==> src/rtl/ram_arb_pkg.sv <==
// Shared types and helpers for the data-RAM arbiter: FSM states, index width
// and the round-robin one-hot pick used by rr_picker.
package ram_arb_pkg;

    typedef enum logic {
        IDLE   = 1'b0,
        LOCKED = 1'b1
    } arb_state_t;

    localparam int unsigned MAX_NREQ = 8;

    function automatic int unsigned idx_w(input int unsigned n);
        return (n > 1) ? $clog2(n) : 1;
    endfunction

    // First asserted request scanning upward from ptr, wrapping at n.
    function automatic logic [MAX_NREQ-1:0] rr_pick(
        input logic [MAX_NREQ-1:0] req,
        input int unsigned         n,
        input int unsigned         ptr
    );
        logic [MAX_NREQ-1:0] onehot;
        logic                found;
        int unsigned         idx;
        onehot = '0;
        found  = 1'b0;
        for (int unsigned k = 0; k < MAX_NREQ; k++) begin
            if (k < n) begin
                idx = ptr + k;
                if (idx >= n) begin
                    idx = idx - n;
                end
                if (!found && req[idx]) begin
                    onehot[idx] = 1'b1;
                    found       = 1'b1;
                end
            end
        end
        return onehot;
    endfunction

endpackage

==> src/rtl/ram_arbiter_picker.sv <==
// Combinational rotate-priority encoder: one-hot grant and its index,
// scanning requests from a round-robin pointer.
module rr_picker
    import ram_arb_pkg::*;
#(
    parameter int unsigned NREQ = 2,
    parameter int unsigned IDXW = idx_w(NREQ)
) (
    input  logic [NREQ-1:0] i_req,
    input  logic [IDXW-1:0] i_ptr,
    output logic [NREQ-1:0] o_gnt_c,
    output logic [IDXW-1:0] o_idx_c,
    output logic            o_any_c
);

    always_comb begin
        o_gnt_c = NREQ'(rr_pick(MAX_NREQ'(i_req), NREQ, 32'(i_ptr)));
    end

    always_comb begin
        o_idx_c = '0;
        for (int i = 0; i < int'(NREQ); i++) begin
            if (o_gnt_c[i]) begin
                o_idx_c = IDXW'(i);
            end
        end
    end

    assign o_any_c = |o_gnt_c;

endmodule

==> src/rtl/ram_arbiter.sv <==
// Round-robin arbiter sharing one async-read data RAM between NREQ requesters,
// with bounded locked bursts. Define RAM_ARB_STATS_EN to add the stat_stall counter.
module ram_arbiter
    import ram_arb_pkg::*;
#(
    parameter int unsigned WIDTH     = 32,
    parameter int unsigned NREQ      = 2,
    parameter int unsigned MAX_BURST = 16
) (
    input  logic                  clk,
    input  logic                  rst,
    input  logic [NREQ-1:0]       req,
    input  logic [NREQ-1:0]       lock,
    input  logic [NREQ-1:0]       we,
    input  logic [NREQ*WIDTH-1:0] addr,
    input  logic [NREQ*WIDTH-1:0] wdata,
    output logic [NREQ-1:0]       gnt,
    output logic [NREQ-1:0]       rsp_valid,
    output logic [WIDTH-1:0]      rsp_rdata,
    output logic [WIDTH-1:0]      ram_address,
    output logic [WIDTH-1:0]      ram_wdata,
    output logic                  ram_enw,
`ifdef RAM_ARB_STATS_EN
    output logic [31:0]           stat_stall,
`endif
    input  logic [WIDTH-1:0]      ram_rdata
);

    localparam int unsigned IDXW = idx_w(NREQ);
    localparam int unsigned CNTW = $clog2(MAX_BURST + 1);

    arb_state_t      r_state, w_state_nxt;
    logic [IDXW-1:0] r_owner, w_owner_nxt;
    logic [IDXW-1:0] r_rr_ptr, w_rr_ptr_nxt;
    logic [CNTW-1:0] r_burst_cnt, w_burst_cnt_nxt;
    logic [NREQ-1:0] r_rsp_valid;
    logic [WIDTH-1:0] r_rsp_rdata;

    logic [NREQ-1:0]  w_owner_oh;
    logic [NREQ-1:0]  w_req_elig;
    logic [NREQ-1:0]  w_gnt;
    logic [IDXW-1:0]  w_idx;
    logic             w_any;
    logic [IDXW-1:0]  w_ptr_after;
    logic [IDXW-1:0]  w_ptr_release;
    logic [CNTW-1:0]  w_burst_inc;
    logic [NREQ-1:0]  w_rd_oh;
    logic [WIDTH-1:0] w_addr_sel;
    logic [WIDTH-1:0] w_wdata_sel;
    logic             w_enw;

    // While locked only the owner may compete; reset blocks every grant.
    assign w_owner_oh = NREQ'(1) << r_owner;
    assign w_req_elig = rst ? '0 : ((r_state == LOCKED) ? (req & w_owner_oh) : req);

    rr_picker #(
        .NREQ (NREQ),
        .IDXW (IDXW)
    ) u_picker (
        .i_req   (w_req_elig),
        .i_ptr   (r_rr_ptr),
        .o_gnt_c (w_gnt),
        .o_idx_c (w_idx),
        .o_any_c (w_any)
    );

    // One-hot AND-OR mux; all zero when nothing is granted.
    always_comb begin
        w_addr_sel  = '0;
        w_wdata_sel = '0;
        w_enw       = 1'b0;
        for (int i = 0; i < int'(NREQ); i++) begin
            if (w_gnt[i]) begin
                w_addr_sel  = w_addr_sel  | addr[i*WIDTH +: WIDTH];
                w_wdata_sel = w_wdata_sel | wdata[i*WIDTH +: WIDTH];
                w_enw       = w_enw | we[i];
            end
        end
    end

    assign gnt         = w_gnt;
    assign ram_address = w_addr_sel;
    assign ram_wdata   = w_wdata_sel;
    assign ram_enw     = w_enw;
    assign rsp_valid   = rst ? '0 : r_rsp_valid;
    assign rsp_rdata   = rst ? '0 : r_rsp_rdata;

    assign w_rd_oh       = w_gnt & ~we;
    assign w_ptr_after   = (w_idx == IDXW'(NREQ - 1)) ? '0 : w_idx + IDXW'(1);
    assign w_ptr_release = (r_owner == IDXW'(NREQ - 1)) ? '0 : r_owner + IDXW'(1);
    assign w_burst_inc   = r_burst_cnt + CNTW'(1);

    always_comb begin
        w_state_nxt     = r_state;
        w_owner_nxt     = r_owner;
        w_rr_ptr_nxt    = r_rr_ptr;
        w_burst_cnt_nxt = r_burst_cnt;
        case (r_state)
            IDLE: begin
                if (w_any) begin
                    w_rr_ptr_nxt = w_ptr_after;
                    if (lock[w_idx] && (MAX_BURST > 1)) begin
                        w_state_nxt     = LOCKED;
                        w_owner_nxt     = w_idx;
                        w_burst_cnt_nxt = CNTW'(1);
                    end
                end
            end
            LOCKED: begin
                // Release on owner idle cycle, final beat, or burst limit.
                if (!w_any || !lock[r_owner] || (w_burst_inc == CNTW'(MAX_BURST))) begin
                    w_state_nxt     = IDLE;
                    w_rr_ptr_nxt    = w_ptr_release;
                    w_burst_cnt_nxt = '0;
                end else begin
                    w_burst_cnt_nxt = w_burst_inc;
                end
            end
            default: begin
                w_state_nxt = IDLE;
            end
        endcase
    end

    always_ff @(posedge clk) begin
        if (rst) begin
            r_state     <= IDLE;
            r_owner     <= '0;
            r_rr_ptr    <= '0;
            r_burst_cnt <= '0;
            r_rsp_valid <= '0;
            r_rsp_rdata <= '0;
        end else begin
            r_state     <= w_state_nxt;
            r_owner     <= w_owner_nxt;
            r_rr_ptr    <= w_rr_ptr_nxt;
            r_burst_cnt <= w_burst_cnt_nxt;
            r_rsp_valid <= w_rd_oh;
            if (|w_rd_oh) begin
                r_rsp_rdata <= ram_rdata;
            end
        end
    end

`ifdef RAM_ARB_STATS_EN
    logic [31:0] r_stat_stall;

    // Saturating count of cycles where some requester waits.
    always_ff @(posedge clk) begin
        if (rst) begin
            r_stat_stall <= '0;
        end else if ((|(req & ~w_gnt)) && (r_stat_stall != 32'hFFFF_FFFF)) begin
            r_stat_stall <= r_stat_stall + 32'd1;
        end
    end

    assign stat_stall = r_stat_stall;
`endif

endmodule

==> config.mk <==
export PLATFORM = sky130hd
export DESIGN_NAME = ram_arbiter
export DESIGN_NICKNAME = d
export VERILOG_FILES = /design/src/rtl/ram_arb_pkg.sv /design/src/rtl/ram_arbiter_picker.sv /design/src/rtl/ram_arbiter.sv
export SDC_FILE = /design/constraint.sdc
export NUM_CORES = 1
export LEC_CHECK = 0
export ABC_AREA = 1
export BUFFER_PORTS_ARGS = -buffer_cell sky130_fd_sc_hd__buf_4
export CORE_AREA = 8 8 80 152
export DETAILED_ROUTE_END_ITERATION = 16
export DIE_AREA = 0 0 88 160
export PLACE_DENSITY = 0.65
export SYNTH_ARGS = -nofsm -noshare
export SYNTH_HDL_FRONTEND = slang
export SYNTH_SLANG_ARGS = --single-unit
==> constraint.sdc <==
create_clock -name clk -period 2.8 [get_ports clk]
set_input_delay 0.84 -clock clk [delete_from_list [all_inputs] [get_ports clk]]
set_output_delay 0.84 -clock clk [all_outputs]
set_load 0.1 [all_outputs]
==> impl_metrics.csv, run 1 <==
group,metric,value,unit
yosys,synthArstFlopShare,0,
worst_setup_path,cp-end-kind,"primary output",
clock_tree,cts_tree,"yes",
yosys,syn-num-nets,591,
worst_setup_path,start_kind,"input pin",
floorplanning,initial_utilization,0.292,
timing,finalSetupViolCount,64,
clock_tree,cts_buffers,5,
yosys,seq_area_frac_synth,0.286,
floorplanning,die_w,88,microns
yosys,syn_inst,422,
yosys,synthFlopType,"dfxtp_1",
outcome,violations,"setup timing",
yosys,ys_top_cells_by_count,"nor2_1, a22o_1, nand2_1",
worst_setup_path,critPathArrivalTime,2.04,ns
timing,fin_skew,0.00866,ns
detailed_routing,via_per_inst,4.92,
clock_tree,clk_latency,0.28,ns
placed_design,dpl_cell_area,5810,sq um
timing,slew_viol_final,0,
final_layout,stdcell_area,7060,sq um
final_layout,nets,860,
floorplanning,die_h,160,microns
worst_setup_path,r2r_setup_slack,0.41,ns
timing,hold_viol_final,0,
detailed_routing,wl_per_cell,20.3,microns
detailed_routing,drt-total-wl,16800,microns
clock_tree,root_buffer,"clkbuf_16",
final_layout,areaGrowthSynthToFinish,140,%
min_path,hp-class,"reg -> reg",
timing,fmax,0.348,GHz
yosys,synth_area,2940,sq um
yosys,synth_area_leader_cell,"dfxtp_1",
yosys,yosysWarnings,0,
worst_setup_path,crit_required,1.96,ns
timing,setup_slack,-0.0774,ns
power,peakVddDrop,0.434,mV
detailed_routing,vias,4069,
floorplanning,coreArea,10100,sq um
clock_tree,clock_sinks,42,
final_layout,final_util,0.700,
timing,final.min_clock_period,2.88,ns
floorplanning,die_area,14100,sq um
timing,finalCritPeriodShare,1.03,
outcome,outcome,"finished, violations left",
yosys,synth_most_common_cell,"nor2_1",
grt,grt_pass1_wl,24400,microns
power,leakagePower,3.57,nW
grt,grt_use_total,0.225,
job,max_cap_viol_count,0,
placed_design,routabilityCongestion,0.881,
grt,grt_pass1_vias,4166,
yosys,synth_top_cell_area_share,0.286,
yosys,ys_types,24,
detailed_routing,dr.pass1.iters,4,
grt,grt-ovfl-total,0,
timing,slew_headroom,0.687,
floorplanning,io_pins,269,
detailed_routing,drtIter0Drc,155,
detailed_routing,drc,0,
worst_setup_path,path_max_fanout,30,
final_layout,n_antenna_cell,0,
clock_tree,clkTransAtPathRegs,0.06,ns
placed_design,dp_hpwl,12200,microns
yosys,ys_ff_latch,42,
placed_design,portBuffers,268,
final_layout,drive_gt1_frac,0.643,
yosys,synth_edf_count,0,
yosys,yosys-top-cells-area,"dfxtp_1, a22o_1, nor2_1",
clock_tree,cts_max_level,2,
grt,grt_start_max_net_pins,66,
power,power_density,544,nW/um^2
timing,tightest_slew,0.470,ns
yosys,postSynthAreaPerCell,6.97,sq um
worst_setup_path,setup.worst_path.class,"in -> out",
detailed_routing,final_antenna_net_count,0,
clock_tree,clockBufferDepth,2,
timing,grt_setup_unrepaired,"true",
floorplanning,rows,52,
grt,antenna_found_initial,0,
## critical path: stages
cell and delay [ns]:
buf_12 0.11, clkinv_4 0.04, nand2_4 0.04, nor2_4 0.13, nand2_2 0.06, nand2_2 0.10, clkinv_4 0.08, buf_12 0.18
a22o_4 0.25, buf_12 0.16
## area by class of cell
cell class,instances,area [sq um]
inverters,52,215
well taps,135,169
clock inverters,3,68.8
multi-input cells,291,2440
fillers,753,3020
repair buffers,299,3200
flip-flops and latches,42,841
clock buffers,5,125
## what timing repair did
action,4_1_cts,5_1_grt
setup endpoints to repair,65,73
setup buffers,14,0
gates cloned,3,0
pin swaps,3,4
hold endpoints to repair,0,0
gates resized for setup,197,19
hold buffers,0,0
## path summary, 6_finish.rpt
kind | start | endpoint | cells past startpoint
max | rst | ram_wdata[13] | 10
min | r_burst_cnt[4]$_SDFFE_PP0P_ | r_burst_cnt[4]$_SDFFE_PP0P_ | 2
max reg2reg | r_state$_SDFF_PP0_ | r_burst_cnt[2]$_SDFFE_PP0P_ | 16
min reg2reg | r_burst_cnt[4]$_SDFFE_PP0P_ | r_burst_cnt[4]$_SDFFE_PP0P_ | 2
## metal layers
metal	global-route usage	wire, microns
met5	0	0
met1	0.222	5920
met4	0.0679	389
met2	0.404	8560
met3	0.0925	1900
## sequential cells by signal (all words and copies together) (netlist names)
name and cells:
r_owner 1, r_rr_ptr 1, r_rsp_rdata 32, r_rsp_valid 2, r_state 1, r_burst_cnt 5
## through the flow
stage                     setup slack [ns]  power, mW  cells  TNS (ns)  hold WS [ns]
after floorplan                     -0.120       2.27    422     -3.94         0.471
after global placement              -0.130       2.70    804     -7.33         0.482
after detailed placement            -0.160       2.72    804     -8.63         0.512
after CTS                          -0.0733       3.83    829     -3.01         0.520
after global routing                -0.108       3.99    827     -5.66         0.536
final                              -0.0774       3.84    827     -3.67         0.510
## where the power goes
part,switching [mW],internal (mW),total [mW],leakage [nW]
combinational,1.50,0.915,2.41,3.13
clock,0.234,0.512,0.746,0.0940
sequential,0.0277,0.660,0.687,0.345
## kinds of logic after synthesis
| kind of cell | share of synthesized area |
|---|---|
| compound gates | 0.265 |
| simple gates | 0.297 |
| fa+ha+maj | 0.00425 |
| flops | 0.286 |
| buf+inv | 0.148 |
## cell usage in the layout, fill, tap and decap left out, drive strengths merged
| master | instances |
|---|---|
| dfxtp | 42 |
| nor2 | 73 |
| nand4 | 2 |
| ha | 1 |
| inv | 49 |
| o21bai | 1 |
| nand2 | 59 |
| a22o | 64 |
| bufinv | 2 |
| o21ai | 1 |
| nand3b | 1 |
| clkbuf | 5 |
| buf | 299 |
| clkinv | 4 |
| nand3 | 48 |
| o22ai | 1 |
| a21oi | 40 |
No activity file was read; power rests on OpenSTA's default activity.
==> run 2: changes to the inputs <==
BUFFER_PORTS_ARGS = -buffer_cell sky130_fd_sc_hd__buf_2   (was -buffer_cell sky130_fd_sc_hd__buf_4)
==> run 2 against run 1 <==
Compared with the run above:
- the flow still finishes with violations (setup timing)
- count of clock-buffer cells in the layout increased by 1
- critical path depth increased by 1
- highest routed layer is now met5
- setup slack got worse by 0.071 ns
- critical path type unchanged
==> impl_metrics.csv, run 2 (synthesis gave the netlist of run 1 again) <==
group,metric,value,unit
outcome,outcome,"finished, violations left",
outcome,violations,"setup timing",
final_layout,nets,873,
detailed_routing,dr.pass1.iters,4,
timing,finalCritPeriodShare,1.05,
floorplanning,die_h,160,microns
worst_setup_path,rr_startpoint,"r_state$_SDFF_PP0_",
detailed_routing,final_antenna_net_count,0,
final_layout,final_util,0.681,
power,power,3.69,mW
clock_tree,clk_latency,0.28,ns
clock_tree,root_buffer,"clkbuf_16",
worst_setup_path,r2r-end,"r_burst_cnt[1]$_SDFFE_PP0P_",
detailed_routing,wl_per_cell,19.3,microns
min_path,worstHoldStart,"r_burst_cnt[4]$_SDFFE_PP0P_",
clock_tree,cts_max_level,2,
placed_design,dpl_cell_area,6060,sq um
timing,slew_headroom,0.627,
clock_tree,clkTransAtPathRegs,0.06,ns
grt,antenna_found_initial,6,
timing,fmax,0.339,GHz
min_path,min_to,"r_burst_cnt[4]$_SDFFE_PP0P_",
floorplanning,die_w,88,microns
floorplanning,coreArea,10100,sq um
timing,slew_viol_final,0,
floorplanning,initial_utilization,0.292,
grt,grt-ovfl-total,0,
clock_tree,holdBufCountCts,0,
grt,grt_start_max_net_pins,57,
floorplanning,die_area,14100,sq um
final_layout,reg_top3,"r_rsp_rdata (32), r_burst_cnt (5), r_rsp_valid (2)",
min_path,hp-class,"reg -> reg",
grt,grt_pass1_vias,4334,
worst_setup_path,crit_required,1.96,ns
final_layout,largest_reg_flops,32,
placed_design,portBuffers,268,
placed_design,routabilityCongestion,0.814,
final_layout,final_common_cell,"buf_2",
detailed_routing,drc,0,
power,peakVddDrop,0.434,mV
final_layout,stdcell_area,6870,sq um
worst_setup_path,path_max_fanout,6,
timing,grt_setup_unrepaired,"true",
final_layout,regMostFlops,"r_rsp_rdata",
final_layout,drive_gt1_frac,0.654,
timing,finalSetupViolCount,64,
clock_tree,cts_buffers,5,
final_layout,most-common-layout-cells,"buf_2, buf_12, a22o_4, nand2_1, inv_1",
clock_tree,cts_tree,"yes",
worst_setup_path,start_kind,"input pin",
timing,hold_viol_final,0,
worst_setup_path,critPathArrivalTime,2.11,ns
power,leakagePower,3.55,nW
worst_setup_path,cp-end-kind,"primary output",
timing,final.min_clock_period,2.95,ns
power,power_density,538,nW/um^2
worst_setup_path,r2r_setup_slack,0.40,ns
clock_tree,clock_sinks,42,
detailed_routing,via_per_inst,4.91,
final_layout,areaGrowthSynthToFinish,134,%
worst_setup_path,setup.worst_path.class,"in -> out",
placed_design,dp_hpwl,12400,microns
clock_tree,clockBufferDepth,2,
detailed_routing,drtIter0Drc,71,
final_layout,fin_cells,845,
detailed_routing,drt-total-wl,16300,microns
detailed_routing,vias,4146,
timing,tightest_slew,0.560,ns
floorplanning,io_pins,269,
job,max_cap_viol_count,0,
grt,grt_pass1_wl,23900,microns
floorplanning,rows,52,
placed_design,place_ws,-0.224,ns
timing,fin_skew,0.00690,ns
timing,setup_slack,-0.149,ns
worst_setup_path,reg2reg_depth,16,
placed_design,placed_cells,804,
min_path,holdPathStages,2,
grt,grt_use_total,0.218,
[run 2: worst max-delay path: stages]
cell       delay (ns)
buf_12           0.12
clkinv_8         0.04
nand2_4          0.05
nor2_4           0.11
nand2_2          0.07
nand2_4          0.08
clkinv_4         0.07
buf_12           0.15
clkbuf_16        0.16
a22o_4           0.23
buf_12           0.16
[run 2: through the flow]
stage | TNS, ns | hold WS (ns)
3_5_place_dp | -12.09 | 0.494
4_1_cts | -7.08 | 0.501
6_report | -6.64 | 0.496
3_3_place_gp | -10.22 | 0.496
2_1_floorplan | -3.94 | 0.471
5_1_grt | -9.43 | 0.523
[run 2: layer usage]
layer  up-vias  track usage  wire length, microns
met1      1902        0.212                  5560
met3        41       0.0746                  1650
met5         -            0                    23
li1       1986            -                     -
met2       213        0.390                  8540
met4         4        0.103                   548
[run 2: what timing repair did]
| action | in CTS | in global routing |
|---|---|---|
| cloned | 5 | 4 |
| pin swaps | 7 | 20 |
| resized for setup | 50 | 25 |
| setup buffers | 23 | 4 |
| setup endpoints to repair | 98 | 98 |
[run 2: cell type report]
| class | instances | area (sq um) |
|---|---|---|
| Sequential cell | 42 | 841 |
| Clock buffer | 6 | 139 |
| Clock inverter | 2 | 12.5 |
| Inverter | 52 | 220 |
| Antenna cell | 5 | 12.5 |
| Timing Repair Buffer | 312 | 3010 |
| Tap cell | 135 | 169 |
| Multi-Input combinational cell | 291 | 2460 |
| Fill cell | 740 | 3220 |
[run 2: worst max path at each step]
stage	startpoint	to	slack (ns)	cells past startpoint
global placement	req[0]	ram_address[10]	-0.19	10
detailed placement	req[0]	ram_wdata[19]	-0.22	10
CTS	req[0]	r_burst_cnt[0]$_SDFFE_PP0P_	-0.12	22
finish	rst	ram_address[14]	-0.15	11
global route	req[0]	ram_address[4]	-0.18	10
floorplan	rst	rsp_rdata[0]	-0.12	3
[run 2: report_power, final]
part           switching (mW)  internal, mW  total [mW]
combinational            1.52         0.906        2.42
clock                   0.232         0.353       0.585
sequential             0.0286         0.660       0.688
